--- config.mk ---
export PLATFORM = sky130hd
export DESIGN_NAME = dmem_bridge
export DESIGN_NICKNAME = d
export VERILOG_FILES = /design/src/rtl/dmem_pkg.sv /design/src/rtl/dmem_bridge_store_buffer.sv /design/src/rtl/dmem_bridge.sv
export SDC_FILE = /design/constraint.sdc
export NUM_CORES = 1
export LEC_CHECK = 0
export ABC_AREA = 1
export ABC_CLOCK_PERIOD_IN_PS = 9500
export CAP_MARGIN = 10
export CORE_MARGIN = 2
export CORE_UTILIZATION = 30
export DETAILED_ROUTE_END_ITERATION = 7
export GPL_ROUTABILITY_DRIVEN = 1
export SLEW_MARGIN = 25
export SYNTH_ARGS = -nofsm -noshare
export SYNTH_HDL_FRONTEND = slang
export SYNTH_SLANG_ARGS = --single-unit
--- constraint.sdc ---
create_clock -name clk -period 9.5 [get_ports clk]
set_input_delay 2.375 -clock clk [delete_from_list [all_inputs] [get_ports clk]]
set_output_delay 2.375 -clock clk [all_outputs]
set_load 0.01 [all_outputs]
--- src/rtl/dmem_pkg.sv ---
`default_nettype none
// ============================================================================
//  Module      : dmem_pkg
//  Description : Shared constants and FSM state encoding for the CPU data
//                memory bridge and its store buffer.
//  Contents    : ADDR_WIDTH, DATA_WIDTH, SB_DEPTH, state_t
//  Revision    : 1.0 - initial release
// ============================================================================
package dmem_pkg;

    localparam int ADDR_WIDTH = 32;
    localparam int DATA_WIDTH = 32;
    localparam int SB_DEPTH   = 2;

    typedef enum logic [2:0] {
        IDLE    = 3'd0,
        RD_REQ  = 3'd1,
        RD_WAIT = 3'd2,
        RD_DONE = 3'd3,
        WR_REQ  = 3'd4
    } state_t;

endpackage
`default_nettype wire

--- src/rtl/dmem_bridge_store_buffer.sv ---
`default_nettype none
// ============================================================================
//  Module      : store_buffer
//  Description : Small circular FIFO of posted stores (word address, byte
//                strobes, data) with a word-address hit output used to hold
//                back loads that would bypass a buffered store.
//  Ports       : push/push_*   - enqueue one entry at the clock edge
//                pop           - dequeue the head entry at the clock edge
//                match_waddr   - word address compared against valid entries
//                match         - some valid entry holds match_waddr
//                count / full  - occupancy, 0..Depth
//                head_*        - contents of the oldest entry
//  Revision    : 1.0 - initial release
// ============================================================================
module store_buffer
    import dmem_pkg::*;
#(
    parameter int AddrWidth = ADDR_WIDTH,
    parameter int DataWidth = DATA_WIDTH,
    parameter int Depth     = SB_DEPTH
) (
    input  logic                           clk,
    input  logic                           rst,
    input  logic                           push,
    input  logic [AddrWidth-3:0]           push_waddr,
    input  logic [DataWidth/8-1:0]         push_wstrb,
    input  logic [DataWidth-1:0]           push_wdata,
    input  logic                           pop,
    input  logic [AddrWidth-3:0]           match_waddr,
    output logic                           match,
    output logic                           full,
    output logic [$clog2(Depth+1)-1:0]     count,
    output logic [AddrWidth-3:0]           head_waddr,
    output logic [DataWidth/8-1:0]         head_wstrb,
    output logic [DataWidth-1:0]           head_wdata
);

    localparam int PtrWidth = (Depth > 1) ? $clog2(Depth) : 1;
    localparam int CntWidth = $clog2(Depth + 1);

    logic [PtrWidth-1:0]    head;
    logic [PtrWidth-1:0]    tail;
    logic [Depth-1:0]       valid;
    logic [Depth-1:0]       push_mask;
    logic [Depth-1:0]       pop_mask;
    logic [Depth-1:0]       hit;

    logic [AddrWidth-3:0]   waddr_mem [Depth];
    logic [DataWidth/8-1:0] wstrb_mem [Depth];
    logic [DataWidth-1:0]   wdata_mem [Depth];

    // Explicit wrap so the pointer stays in range even for a depth of one.
    function automatic logic [PtrWidth-1:0] next_ptr(input logic [PtrWidth-1:0] p);
        if (p == PtrWidth'(Depth - 1)) begin
            return '0;
        end
        return p + 1'b1;
    endfunction

    assign push_mask = push ? (Depth'(1) << tail) : '0;
    assign pop_mask  = pop  ? (Depth'(1) << head) : '0;

    always_ff @(posedge clk or posedge rst) begin
        if (rst) begin
            head  <= '0;
            tail  <= '0;
            count <= '0;
            valid <= '0;
        end else begin
            if (push) begin
                tail <= next_ptr(tail);
            end
            if (pop) begin
                head <= next_ptr(head);
            end
            if (push && !pop) begin
                count <= count + 1'b1;
            end else if (!push && pop) begin
                count <= count - 1'b1;
            end
            // Push is never allowed when full, so the two masks never collide.
            valid <= (valid & ~pop_mask) | push_mask;
        end
    end

    // Payload storage needs no reset: the valid bits qualify every entry.
    always_ff @(posedge clk) begin
        if (push) begin
            waddr_mem[tail] <= push_waddr;
            wstrb_mem[tail] <= push_wstrb;
            wdata_mem[tail] <= push_wdata;
        end
    end

    for (genvar i = 0; i < Depth; i++) begin : g_match
        assign hit[i] = valid[i] && (waddr_mem[i] == match_waddr);
    end

    assign match      = |hit;
    assign full       = (count == CntWidth'(Depth));
    assign head_waddr = waddr_mem[head];
    assign head_wstrb = wstrb_mem[head];
    assign head_wdata = wdata_mem[head];

endmodule
`default_nettype wire

--- src/rtl/dmem_bridge.sv ---
`default_nettype none
// ============================================================================
//  Module      : dmem_bridge
//  Description : CPU data-port to memory-port bridge. Stores are posted into
//                a small store buffer and complete without stalling; loads
//                stall the CPU, bypass the drain unless they hit a buffered
//                word, and return data in the RD_DONE cycle.
//  Ports       : clk, rst                - clock, async active-high reset
//                cpu_addr/read/wstrb/wdata - CPU access (held while stalled)
//                cpu_rdata, cpu_stall    - load data, stall to CPU
//                mem_req/we/addr/wstrb/wdata - memory request (held to grant)
//                mem_gnt, mem_rvalid, mem_rdata - memory responses
//  Revision    : 1.0 - initial release
// ============================================================================
module dmem_bridge
    import dmem_pkg::*;
#(
    parameter int AddrWidth = ADDR_WIDTH,
    parameter int DataWidth = DATA_WIDTH,
    parameter int SbDepth   = SB_DEPTH
) (
    input  logic                    clk,
    input  logic                    rst,
    input  logic [AddrWidth-1:0]    cpu_addr,
    input  logic                    cpu_read,
    input  logic [DataWidth/8-1:0]  cpu_wstrb,
    input  logic [DataWidth-1:0]    cpu_wdata,
    output logic [DataWidth-1:0]    cpu_rdata,
    output logic                    cpu_stall,
    output logic                    mem_req,
    output logic                    mem_we,
    output logic [AddrWidth-1:0]    mem_addr,
    output logic [DataWidth/8-1:0]  mem_wstrb,
    output logic [DataWidth-1:0]    mem_wdata,
    input  logic                    mem_gnt,
    input  logic                    mem_rvalid,
    input  logic [DataWidth-1:0]    mem_rdata
);

    localparam int CntWidth = $clog2(SbDepth + 1);

    state_t                 state;
    logic                   is_store;
    logic                   is_load;
    logic                   store_accept;
    logic                   drain_pop;
    logic                   sb_match;
    logic                   sb_full;
    logic [CntWidth-1:0]    sb_count;
    logic [AddrWidth-3:0]   head_waddr;
    logic [DataWidth/8-1:0] head_wstrb;
    logic [DataWidth-1:0]   head_wdata;
    logic                   unused_addr_lsbs;

    // Byte offset is irrelevant: all matching and memory traffic is per word.
    assign unused_addr_lsbs = ^cpu_addr[1:0];

    // A nonzero strobe makes the access a store even if cpu_read is also set.
    assign is_store     = |cpu_wstrb;
    assign is_load      = cpu_read && !is_store;
    assign store_accept = is_store && !sb_full;
    assign drain_pop    = (state == WR_REQ) && mem_gnt;

    // Fullness is judged before the same-cycle dequeue, so a store that meets
    // a drain grant still stalls one more cycle.
    assign cpu_stall = !rst && ((is_store && sb_full) ||
                                (is_load && (state != RD_DONE)));

    store_buffer #(
        .AddrWidth (AddrWidth),
        .DataWidth (DataWidth),
        .Depth     (SbDepth)
    ) u_store_buffer (
        .clk         (clk),
        .rst         (rst),
        .push        (store_accept),
        .push_waddr  (cpu_addr[AddrWidth-1:2]),
        .push_wstrb  (cpu_wstrb),
        .push_wdata  (cpu_wdata),
        .pop         (drain_pop),
        .match_waddr (cpu_addr[AddrWidth-1:2]),
        .match       (sb_match),
        .full        (sb_full),
        .count       (sb_count),
        .head_waddr  (head_waddr),
        .head_wstrb  (head_wstrb),
        .head_wdata  (head_wdata)
    );

    always_ff @(posedge clk or posedge rst) begin
        if (rst) begin
            state     <= IDLE;
            mem_req   <= 1'b0;
            mem_we    <= 1'b0;
            mem_addr  <= '0;
            mem_wstrb <= '0;
            mem_wdata <= '0;
            cpu_rdata <= '0;
        end else begin
            case (state)
                IDLE: begin
                    // Loads win over draining unless they hit a buffered word,
                    // in which case the drain runs until the hit clears.
                    if (is_load && !sb_match) begin
                        state     <= RD_REQ;
                        mem_req   <= 1'b1;
                        mem_we    <= 1'b0;
                        mem_addr  <= {cpu_addr[AddrWidth-1:2], 2'b00};
                        mem_wstrb <= '0;
                        mem_wdata <= '0;
                    end else if (sb_count != '0) begin
                        state     <= WR_REQ;
                        mem_req   <= 1'b1;
                        mem_we    <= 1'b1;
                        mem_addr  <= {head_waddr, 2'b00};
                        mem_wstrb <= head_wstrb;
                        mem_wdata <= head_wdata;
                    end
                end
                RD_REQ: begin
                    if (mem_gnt) begin
                        state   <= RD_WAIT;
                        mem_req <= 1'b0;
                    end
                end
                RD_WAIT: begin
                    if (mem_rvalid) begin
                        state     <= RD_DONE;
                        cpu_rdata <= mem_rdata;
                    end
                end
                RD_DONE: begin
                    state     <= IDLE;
                    cpu_rdata <= '0;
                end
                WR_REQ: begin
                    if (mem_gnt) begin
                        state   <= IDLE;
                        mem_req <= 1'b0;
                        mem_we  <= 1'b0;
                    end
                end
                default: begin
                    state   <= IDLE;
                    mem_req <= 1'b0;
                end
            endcase
        end
    end

endmodule
`default_nettype wire

==> results of run 1 <==
==> worst max-delay path, stage by stage <==
cell and delay, ns:
sky130_fd_sc_hd__clkdlybuf4s50_1 0.45, sky130_fd_sc_hd__nor2_1 0.13, sky130_fd_sc_hd__nand2_1 0.11, sky130_fd_sc_hd__o21ai_0 0.33
sky130_fd_sc_hd__inv_1 0.18, sky130_fd_sc_hd__nor3_1 0.21, sky130_fd_sc_hd__clkdlybuf4s50_1 0.60
==> cell usage in the layout, fill, tap and decap left out, types with 2 or more instances in the layout <==
cell,instances
sky130_fd_sc_hd__a21boi_0,2
sky130_fd_sc_hd__a21oi_1,4
sky130_fd_sc_hd__buf_16,2
sky130_fd_sc_hd__buf_4,8
sky130_fd_sc_hd__bufinv_16,3
sky130_fd_sc_hd__clkbuf_1,7
sky130_fd_sc_hd__clkbuf_16,29
sky130_fd_sc_hd__clkbuf_8,4
sky130_fd_sc_hd__clkdlybuf4s50_1,203
sky130_fd_sc_hd__clkinv_1,9
sky130_fd_sc_hd__clkinv_2,3
sky130_fd_sc_hd__conb_1,2
sky130_fd_sc_hd__dfrtp_1,108
sky130_fd_sc_hd__edfxtp_1,132
sky130_fd_sc_hd__inv_1,112
sky130_fd_sc_hd__inv_2,15
sky130_fd_sc_hd__nand2_1,335
sky130_fd_sc_hd__nand2_2,12
sky130_fd_sc_hd__nand3_1,40
sky130_fd_sc_hd__nand4_1,7
sky130_fd_sc_hd__nor2_1,102
sky130_fd_sc_hd__nor2_4,3
sky130_fd_sc_hd__nor3_1,2
sky130_fd_sc_hd__o21ai_0,164
sky130_fd_sc_hd__o21ai_1,2
sky130_fd_sc_hd__xnor2_1,17
sky130_fd_sc_hd__xor2_1,4
==> through the flow <==
stage,cells,hold slack (ns)
after CTS,1797,0.485
after detailed placement,1744,0.469
after global placement,1743,0.460
after global routing,1800,0.505
final,1800,0.480
after floorplan,1127,0.467
==> logic make-up (layout without fill, tap and decap cells) <==
kind of cell             count (synthesis)  after routing  synth area share
flip-flops                             241            241             0.633
AND/OR/NAND/NOR                        506            506             0.190
adder cells (fa/ha/maj)                  1              1           0.00118
other                                    1              3          0.000355
buffers and inverters                  182            399            0.0731
AO/OA/AOI/OAI                          174            174            0.0842
XOR/XNOR                                21             21            0.0174
==> state kept, by name, indices dropped and copies added (netlist names), 2 cells and up <==
register,flops
u_store_buffer.waddr_mem,60
state,3
u_store_buffer.wdata_mem,64
cpu_rdata,32
mem_wdata,32
mem_addr,30
u_store_buffer.count,2
mem_wstrb,4
u_store_buffer.valid,2
u_store_buffer.wstrb_mem,8
==> cell usage after synthesis (2+ instances only) <==
master	count	area [um2]
sky130_fd_sc_hd__buf_2	7	35.0
sky130_fd_sc_hd__nor2_1	105	394
sky130_fd_sc_hd__nor3_1	2	10.0
sky130_fd_sc_hd__edfxtp_1	132	3960
sky130_fd_sc_hd__clkinv_1	3	11.3
sky130_fd_sc_hd__o21ai_0	164	821
sky130_fd_sc_hd__buf_1	5	18.8
sky130_fd_sc_hd__a21oi_1	4	20.0
sky130_fd_sc_hd__nand2_2	11	68.8
sky130_fd_sc_hd__clkbuf_2	4	20.0
sky130_fd_sc_hd__inv_1	114	428
sky130_fd_sc_hd__nand2_1	336	1260
sky130_fd_sc_hd__nand3_1	41	205
sky130_fd_sc_hd__dfrtp_1	109	2730
sky130_fd_sc_hd__buf_6	6	67.6
sky130_fd_sc_hd__xnor2_1	17	149
sky130_fd_sc_hd__inv_2	15	56.3
sky130_fd_sc_hd__o21ai_1	2	10.0
sky130_fd_sc_hd__buf_4	5	37.5
sky130_fd_sc_hd__xor2_1	4	35.0
sky130_fd_sc_hd__clkbuf_1	22	82.6
sky130_fd_sc_hd__nand4_1	7	43.8
sky130_fd_sc_hd__a21boi_0	2	15.0
==> power breakdown <==
group	internal, mW	switching (mW)	total (mW)	leakage [nW]
logic	0.800	1.12	1.92	3.01
clock network	0.670	0.430	1.10	0.465
registers	1.63	0.215	1.84	2.62
total	3.10	1.77	4.87	6.09
==> worst max-delay path by stage <==
stage | slack, ns | depth (start not counted) | endpoint | startpoint
2_1_floorplan | 3.54 | 4 | u_store_buffer.waddr_mem[1][0] | cpu_wstrb[3]
3_3_place_gp | 2.73 | 7 | cpu_stall | cpu_wstrb[3]
3_5_place_dp | 2.72 | 7 | cpu_stall | cpu_wstrb[3]
4_1_cts | 2.71 | 7 | cpu_stall | cpu_wstrb[3]
5_1_grt | 2.54 | 7 | cpu_stall | cpu_wstrb[3]
6_report | 2.74 | 7 | cpu_stall | cpu_wstrb[2]
==> per-layer routing <==
| layer | vias up | wire, um | GRT usage |
|---|---|---|---|
| li1 | 4001 | - | - |
| met1 | 3709 | 12100 | 0.191 |
| met2 | 167 | 13500 | 0.253 |
| met3 | 45 | 1540 | 0.0351 |
| met4 | 2 | 674 | 0.0459 |
| met5 | - | 13 | 0 |
==> area by class of cell <==
class / instances / area (um2) / area share
Clock buffer: 40 / 807 / 0.0576
Timing Repair Buffer: 214 / 2170 / 0.155
Inverter: 132 / 498 / 0.0355
Multi-Input combinational cell: 704 / 3140 / 0.224
Tap cell: 455 / 569 / 0.0406
Sequential cell: 241 / 6690 / 0.477
Clock inverter: 13 / 141 / 0.0101
Antenna cell: 1 / 2.50 / 0.000178
==> reports/summary.txt, run 1 <==
Count of TritonRoute iterations in the first routing pass = 5
Die width = 192 um
Max-Cap Viols = 0
Type of element launching the critical path = input port
Number of design rule violations left after detail routing = 0
Headroom to the max-slew limit = 0.346
LEAKAGE = 6.09 nW
TritonCTS Sinks = 241
Biggest fanout along the worst timing path = 5
Register bit count reported by yosys = 241
Hold path endpoint = mem_req
DIE AREA = 36700 um2
Tot Pwr = 4.87 mW
Worst slack at placement = 2.72 ns
Count of antenna-violating nets left after detailed routing = 0
Total overflow reported by the global router = 0
Max IR drop VDD = 0.236 mV
Avg Cell Area, Syn = 9.38 um2
Placed instance area = 13000 um2
Warnings from Yosys = 0
Via count = 7924
Sum of net half-perimeters after detailed placement = 18.2 mm
Sequential share of the synthesized area = 0.633
Initial antenna violation count = 2
Buffer cell driving the clock tree root = sky130_fd_sc_hd__clkbuf_16
Resize count post-CTS = 0
Number of unique standard cell types used by synthesis = 32
Total clock buffers created by CTS = 29
Final weighted congestion in routability-driven placement = 0.817
Wire length of the first global-routing pass = 43.1 mm
Main synth FF type = sky130_fd_sc_hd__edfxtp_1
Total standard cell area after synthesis = 10600 um2
Post-detailed-route via-to-cell ratio = 4.40
Starting utilization of the core area = 0.305
Input/output buffers = 203
Worst Setup Path Type = input port to output port
DRC violation total after the first TritonRoute iteration = 377
Cts-stage hold buffer count = 0
Worst EP required = 7.13 ns
Vias in the first global route = 7800
Worst R2R Path Depth = 12
CTS tree = done
Reg2reg start = u_store_buffer.waddr_mem[0][8]
Number of filler cells placed in the layout = 3412
Layout Utilization = 0.405
Final worst setup slack = 2.74 ns
Clock buffer depth = 3
Global-route usage over all layers = 0.150
Final hold violations = 0
Largest net degree at the start of global routing = 88
Reg clk slew, reported paths = 0.06 ns
Count of boundary I/O pins = 208
Final Skew = 0.0113 ns
Routed wire per std cell = 15.5 um
Sum of negative setup slack = 0 ns
DIE HEIGHT = 192 um
FF-to-FF End = mem_wdata[5]
Number of placement rows = 68
Net count of the finished layout = 1428
Hold depth = 2
Status = finished, final reports clean
Final min period = 6.76 ns
Arrival @ worst endpoint = 4.38 ns
Share of layout cells above drive strength 1 = 0.0655
Skew-Pair Late Insertion Delay = 0.54 ns
Tightest Pin Transition = 0.981 ns
Worst Hold Launch = mem_req
Path category of the worst min-delay check = register to register
Sort of element at the end of the critical path = output port
Cells after synthesis = 1126
Pins Over Slew Limit = 0
Post-route fraction of the period consumed by the critical path = 0.711
Post-route standard cell area excluding fillers = 14000 um2
Worst reg2reg setup slack = 7.00 ns
Async SR Flop Fraction = 0.452
CORE AREA = 34600 um2
Buffers inserted during post-CTS setup optimization = 0
Setup Viol. Count Final = 0
Pwr dens = 347 nW/um2
EDFF count, synth = 132
H-tree levels = 1
Top achievable clock speed = 148 MHz
Area Growth Syn to Fin = 32.7%
Wire length reported by the detailed router = 27.8 mm
Setup repair after global routing missed its margin = false
(Power assumes the default switching activity.)
==> inputs of run 2 (changes only) <==
--- a/config.mk
+++ b/config.mk
@@ -6,7 +6,7 @@
 export NUM_CORES = 1
 export LEC_CHECK = 0
 export ABC_AREA = 1
-export ABC_CLOCK_PERIOD_IN_PS = 9500
+export ABC_CLOCK_PERIOD_IN_PS = 6400
 export CAP_MARGIN = 10
 export CORE_MARGIN = 2
 export CORE_UTILIZATION = 30
==> constraint.sdc (replaced) <==
create_clock -name clk -period 6.4 [get_ports clk]
set_input_delay 1.6 -clock clk [delete_from_list [all_inputs] [get_ports clk]]
set_output_delay 1.6 -clock clk [all_outputs]
set_load 0.01 [all_outputs]
==> run 2 against run 1 <==
First-iteration DRC count grew 5.6%. Via count grew 0.42%. Largest power group unchanged. Register-to-register slack lost 3.1 ns. Clock skew grew 0.0086 ns.
==> reports/summary.txt, run 2 (same netlist as run 1, synthesis figures left out) <==
Top cell by count, worst path = sky130_fd_sc_hd__clkdlybuf4s50_1
Share of layout cells above drive strength 1 = 0.0662
Cell at the slowest stage of the critical path = sky130_fd_sc_hd__clkdlybuf4s50_1
Seq pwr share = 0.377
CP max stage delay = 0.63 ns
Largest net degree at the start of global routing = 88
H-tree levels = 1
Max-Cap Viols = 0
Worst Setup Path Type = input port to output port
Routed wire per std cell = 15.6 um
Setup repair after global routing missed its margin = false
Count of TritonRoute iterations in the first routing pass = 5
Worst slack at placement = 1.13 ns
Via count = 7957
Total overflow reported by the global router = 0
Die width = 192 um
Tot Pwr = 7.24 mW
Buffer cell driving the clock tree root = sky130_fd_sc_hd__clkbuf_16
TritonCTS Sinks = 241
Global-route usage over all layers = 0.152
Post-detailed-route via-to-cell ratio = 4.42
Clock buffer depth = 3
Wire length reported by the detailed router = 28.1 mm
DIE HEIGHT = 192 um
Buffers inserted during post-CTS setup optimization = 0
Type of element launching the critical path = input port
Pins Over Slew Limit = 0
Final min period = 5.30 ns
Internal power = 4.60 mW
Area Growth Syn to Fin = 32.7%
Most common cell after layout, fill and taps aside = sky130_fd_sc_hd__nand2_1
Biggest fanout along the worst timing path = 5
Top Registers = u_store_buffer.wdata_mem: 64 flops, u_store_buffer.waddr_mem: 60 flops
Resize count post-CTS = 0
Status = finished, final reports clean
Headroom to the max-slew limit = 0.348
Worst path cell trace = clkdlybuf4s50_1 > nor2_1 > nand2_1 > o21ai_0 > inv_1 > nor3_1 > clkdlybuf4s50_1
Wire length of the first global-routing pass = 43.7 mm
Register name with the most flops = u_store_buffer.wdata_mem
Net load switching power = 2.64 mW
Placed instance area = 13100 um2
Final weighted congestion in routability-driven placement = 0.817
Max FFs per register = 64
Total clock buffers created by CTS = 29
Initial antenna violation count = 1
Most frequent cells in the layout = sky130_fd_sc_hd__nand2_1 (335), sky130_fd_sc_hd__clkdlybuf4s50_1 (203), sky130_fd_sc_hd__o21ai_0 (164), sky130_fd_sc_hd__edfxtp_1 (132), sky130_fd_sc_hd__inv_1 (112)
Number of filler cells placed in the layout = 3410
Net switching share of the total power = 0.364
Skew-Pair Late Insertion Delay = 0.55 ns
Worst reg2reg setup slack = 3.91 ns
Final Skew = 0.0200 ns
Net count of the finished layout = 1429
Final worst setup slack = 1.10 ns
Worst EP required = 4.80 ns
Count of boundary I/O pins = 208
Final hold violations = 0
Starting utilization of the core area = 0.305
Vias in the first global route = 7839
Number of design rule violations left after detail routing = 0
Tightest Pin Transition = 0.978 ns
Input/output buffers = 203
DIE AREA = 36700 um2
Cts-stage hold buffer count = 0
Part of the total power dissipated in the clock network = 0.227
Sort of element at the end of the critical path = output port
Post-route fraction of the period consumed by the critical path = 0.828
Path category of the worst min-delay check = register to register
Top achievable clock speed = 189 MHz
CORE AREA = 34600 um2
Layout Utilization = 0.405
Setup Viol. Count Final = 0
Max IR drop VDD = 0.253 mV
Pwr dens = 516 nW/um2
Sum of net half-perimeters after detailed placement = 18.5 mm
Number of placement rows = 68
CTS tree = done
Reg clk slew, reported paths = 0.05 ns
Arrival @ worst endpoint = 3.70 ns
Count of antenna-violating nets left after detailed routing = 0
Sum of negative setup slack = 0 ns
Share of total power in combinational logic = 0.396
LEAKAGE = 6.09 nW
DRC violation total after the first TritonRoute iteration = 398
Post-route standard cell area excluding fillers = 14000 um2
-- run 2: stage by stage --
step                hold slack, ns  instances
floorplan                    0.467       1127
global placement             0.461       1746
detailed placement           0.468       1747
CTS                          0.484       1800
global route                 0.498       1800
finish                       0.478       1801
-- run 2: layout make-up --
type	instances	area [um2]	share of cell area
Multi-Input combinational cell	704	3140	0.224
Sequential cell	241	6690	0.477
Antenna cell	1	2.50	0.000179
Clock buffer	38	769	0.0549
Clock inverter	15	174	0.0124
Timing Repair Buffer	215	2170	0.155
Tap cell	455	569	0.0406
Inverter	132	500	0.0357
-- run 2: critical path, delay by kind of cell --
kind                   cells  cell delay [ns]
AOI/OAI and AO/OA          1             0.33
buffers and inverters      3             1.26
and+or+nand+nor            3             0.50
-- run 2: power by group through the flow --
| stage | Clock [mW] | Combinational [mW] | Sequential, mW |
|---|---|---|---|
| after global routing | 1.75 | 3.24 | 2.81 |
| after CTS | 1.69 | 2.95 | 2.73 |
| after global placement | 0 | 2.85 | 2.74 |
| final | 1.64 | 2.87 | 2.73 |
| after detailed placement | 0 | 2.94 | 2.75 |
| after floorplan | 0 | 1.52 | 2.88 |
-- run 2: path summary, 6_finish.rpt --
kind	startpoint	endpoint	depth (start not counted)
max	cpu_wstrb[3]	cpu_stall	7
max in group asynchronous	rst	cpu_rdata[16]	3
min in group asynchronous	rst	u_store_buffer.tail	2
min	mem_addr[22]	mem_addr[22]	2
max reg2reg	u_store_buffer.waddr_mem[1][8]	mem_wdata[15]	12
min reg2reg	mem_addr[22]	mem_addr[22]	2
-- run 2: layer usage --
metal  vias up  part of all wire  global-route usage
met2       164              0.49               0.262
met5         -           0.00028                   0
li1       4013                 -                   -
met4         2             0.020              0.0373
met1      3736              0.43               0.194
met3        42             0.058              0.0349
==> inputs of run 3 (changes only) <==
--- a/config.mk
+++ b/config.mk
@@ -6,7 +6,7 @@
 export NUM_CORES = 1
 export LEC_CHECK = 0
 export ABC_AREA = 1
-export ABC_CLOCK_PERIOD_IN_PS = 6400
+export ABC_CLOCK_PERIOD_IN_PS = 5400
 export CAP_MARGIN = 10
 export CORE_MARGIN = 2
 export CORE_UTILIZATION = 30
==> constraint.sdc (replaced) <==
create_clock -name clk -period 5.4 [get_ports clk]
set_input_delay 1.35 -clock clk [delete_from_list [all_inputs] [get_ports clk]]
set_output_delay 1.35 -clock clk [all_outputs]
set_load 0.01 [all_outputs]
==> run 3 against run 2 <==
Cell count stayed put. Global-route usage hardly changed. Worst setup slack worse by 0.46 ns. Worst hold slack hardly changed. Clock power is 27% higher. Highest routed layer unchanged.
==> reports/summary.txt, run 3 (same netlist as run 1, synthesis figures left out) <==
Most common cell after layout, fill and taps aside = sky130_fd_sc_hd__nand2_1
Post-route fraction of the period consumed by the critical path = 0.880
Initial antenna violation count = 2
Sort of element at the end of the critical path = output port
Skew-Pair Late Insertion Delay = 0.54 ns
Final Skew = 0.00854 ns
Wire length reported by the detailed router = 27.9 mm
Arrival @ worst endpoint = 3.40 ns
Most frequent cells in the layout = sky130_fd_sc_hd__nand2_1 (336), sky130_fd_sc_hd__clkdlybuf4s50_1 (203), sky130_fd_sc_hd__o21ai_0 (164), sky130_fd_sc_hd__edfxtp_1 (132), sky130_fd_sc_hd__inv_1 (112)
Total overflow reported by the global router = 0
CORE AREA = 34600 um2
Setup repair after global routing missed its margin = false
Worst Setup Path Type = input port to output port
Post-detailed-route via-to-cell ratio = 4.42
Via count = 7956
Count of boundary I/O pins = 208
Top Registers = u_store_buffer.wdata_mem: 64 flops, u_store_buffer.waddr_mem: 60 flops
M1 GR Usage = 0.194
Top cell by count, worst path = sky130_fd_sc_hd__clkdlybuf4s50_1
Sum of negative setup slack = 0 ns
Number of placement rows = 68
Critical path buffer and inverter count = 3
Register name with the most flops = u_store_buffer.wdata_mem
Max-Cap Viols = 0
Pwr dens = 616 nW/um2
Share of layout cells above drive strength 1 = 0.0736
Headroom to the max-slew limit = 0.327
Buffers inserted during post-CTS setup optimization = 0
Wire length of the first global-routing pass = 43.6 mm
Resize count post-CTS = 0
DIE HEIGHT = 192 um
Cell at the slowest stage of the critical path = sky130_fd_sc_hd__clkdlybuf4s50_1
Type of element launching the critical path = input port
Count of antenna-violating nets left after detailed routing = 0
Count of TritonRoute iterations in the first routing pass = 4
GRT met3 Usage = 0.0347
Total clock buffers created by CTS = 28
Number of design rule violations left after detail routing = 0
DIE AREA = 36700 um2
Net count of the finished layout = 1429
Buffer cell driving the clock tree root = sky130_fd_sc_hd__clkbuf_16
Final min period = 4.75 ns
Final hold violations = 0
Tightest Pin Transition = 1.01 ns
Number of filler cells placed in the layout = 3382
Final weighted congestion in routability-driven placement = 0.790
Worst path cell trace = clkdlybuf4s50_1 > nor2_1 > nand2_1 > o21ai_0 > inv_1 > nor3_1 > clkdlybuf4s50_1
LEAKAGE = 6.14 nW
Sum of net half-perimeters after detailed placement = 18.6 mm
Clock buffer depth = 3
Routed wire per std cell = 15.5 um
Die width = 192 um
Status = finished, final reports clean
Global-route usage over all layers = 0.152
Area Growth Syn to Fin = 33.5%
Max IR drop VDD = 0.340 mV
Starting utilization of the core area = 0.305
Met2 Use GR = 0.259
Vias in the first global route = 7977
TritonCTS Sinks = 241
Worst EP required = 4.05 ns
Reg clk slew, reported paths = 0.06 ns
Largest net degree at the start of global routing = 88
Cts-stage hold buffer count = 0
Max FFs per register = 64
CP top delay family = buffers and inverters
Most utilized layer in the global route result = met2
CP max stage delay = 0.61 ns
Top achievable clock speed = 210 MHz
DRC violation total after the first TritonRoute iteration = 339
CTS tree = done
Biggest fanout along the worst timing path = 5
Layout Utilization = 0.407
Path category of the worst min-delay check = register to register
Pins Over Slew Limit = 0
Input/output buffers = 203
Setup Viol. Count Final = 0
H-tree levels = 1
==> run 3: changes by cell type in the layout (fill, tap and decap cells not counted), moves of 2 or more <==
cell / delta
sky130_fd_sc_hd__clkbuf_1: -7
sky130_fd_sc_hd__clkinv_1: -4
sky130_fd_sc_hd__bufinv_16: +2
sky130_fd_sc_hd__clkbuf_8: +2
sky130_fd_sc_hd__clkinv_2: +2
sky130_fd_sc_hd__clkinv_4: +2
sky130_fd_sc_hd__clkinvlp_4: +2
==> run 3: area by class of cell <==
cell class,instances,area [um2],share of cell area
timing repair buffer,216,2170,0.154
clock inverter,19,262,0.0185
multi-input combinational,704,3140,0.223
inverter,132,498,0.0353
sequential,241,6690,0.475
clock buffer,33,771,0.0547
antenna,1,2.50,0.000177
tap,455,569,0.0404
==> run 3: worst register-to-register path, stage by stage (launching register included) <==
cell and delay (ns):
sky130_fd_sc_hd__edfxtp_1 0.42, sky130_fd_sc_hd__xnor2_1 0.24, sky130_fd_sc_hd__nand2_1 0.08, sky130_fd_sc_hd__nor2_1 0.10
sky130_fd_sc_hd__nand2_1 0.06, sky130_fd_sc_hd__nor2_1 0.17, sky130_fd_sc_hd__nand2_1 0.10, sky130_fd_sc_hd__nand3_2 0.14
sky130_fd_sc_hd__buf_4 0.52, sky130_fd_sc_hd__nand2_1 0.10, sky130_fd_sc_hd__buf_4 0.27, sky130_fd_sc_hd__o21ai_0 0.25
==> run 3: per-layer routing <==
| layer | part of all wire | wire length, um | up-vias |
|---|---|---|---|
| met5 | 0.00043 | 12 | - |
| met4 | 0.022 | 605 | 2 |
| met3 | 0.058 | 1620 | 38 |
| met2 | 0.49 | 13600 | 171 |
| met1 | 0.43 | 12000 | 3737 |
| li1 | - | - | 4008 |
==> run 3: through the flow <==
| step | power, mW | cells | worst slack, ns | cell area (um2) | hold WS [ns] |
|---|---|---|---|---|---|
| after floorplan | 5.21 | 1127 | 0.467 | 10600 | 0.467 |
| after global placement | 6.64 | 1748 | 0.659 | 13100 | 0.461 |
| after detailed placement | 6.72 | 1748 | 0.663 | 13100 | 0.468 |
| after CTS | 8.85 | 1800 | 0.624 | 14100 | 0.485 |
| after global routing | 9.37 | 1801 | 0.512 | 14100 | 0.506 |
| final | 8.69 | 1801 | 0.647 | 14100 | 0.478 |
==> run 3: worst paths after layout <==
kind,cells after the start,startpoint,slack (ns),to
worst max-delay path,7,cpu_wstrb[1],0.65,cpu_stall
min in group asynchronous,2,rst,1.34,mem_wdata[26]
worst min-delay path,2,mem_addr[22],0.48,mem_addr[22]
worst min register to register,2,mem_addr[22],0.48,mem_addr[22]
worst max register to register,11,u_store_buffer.waddr_mem[0][0],2.87,mem_wdata[24]
max in group asynchronous,3,rst,3.10,cpu_rdata[14]
==> run 3: power by group <==
group	total, mW	internal [mW]	switching, mW
combinational	3.38	1.40	1.98
clock	2.08	1.31	0.769
sequential	3.24	2.86	0.383
total	8.69	5.56	3.13
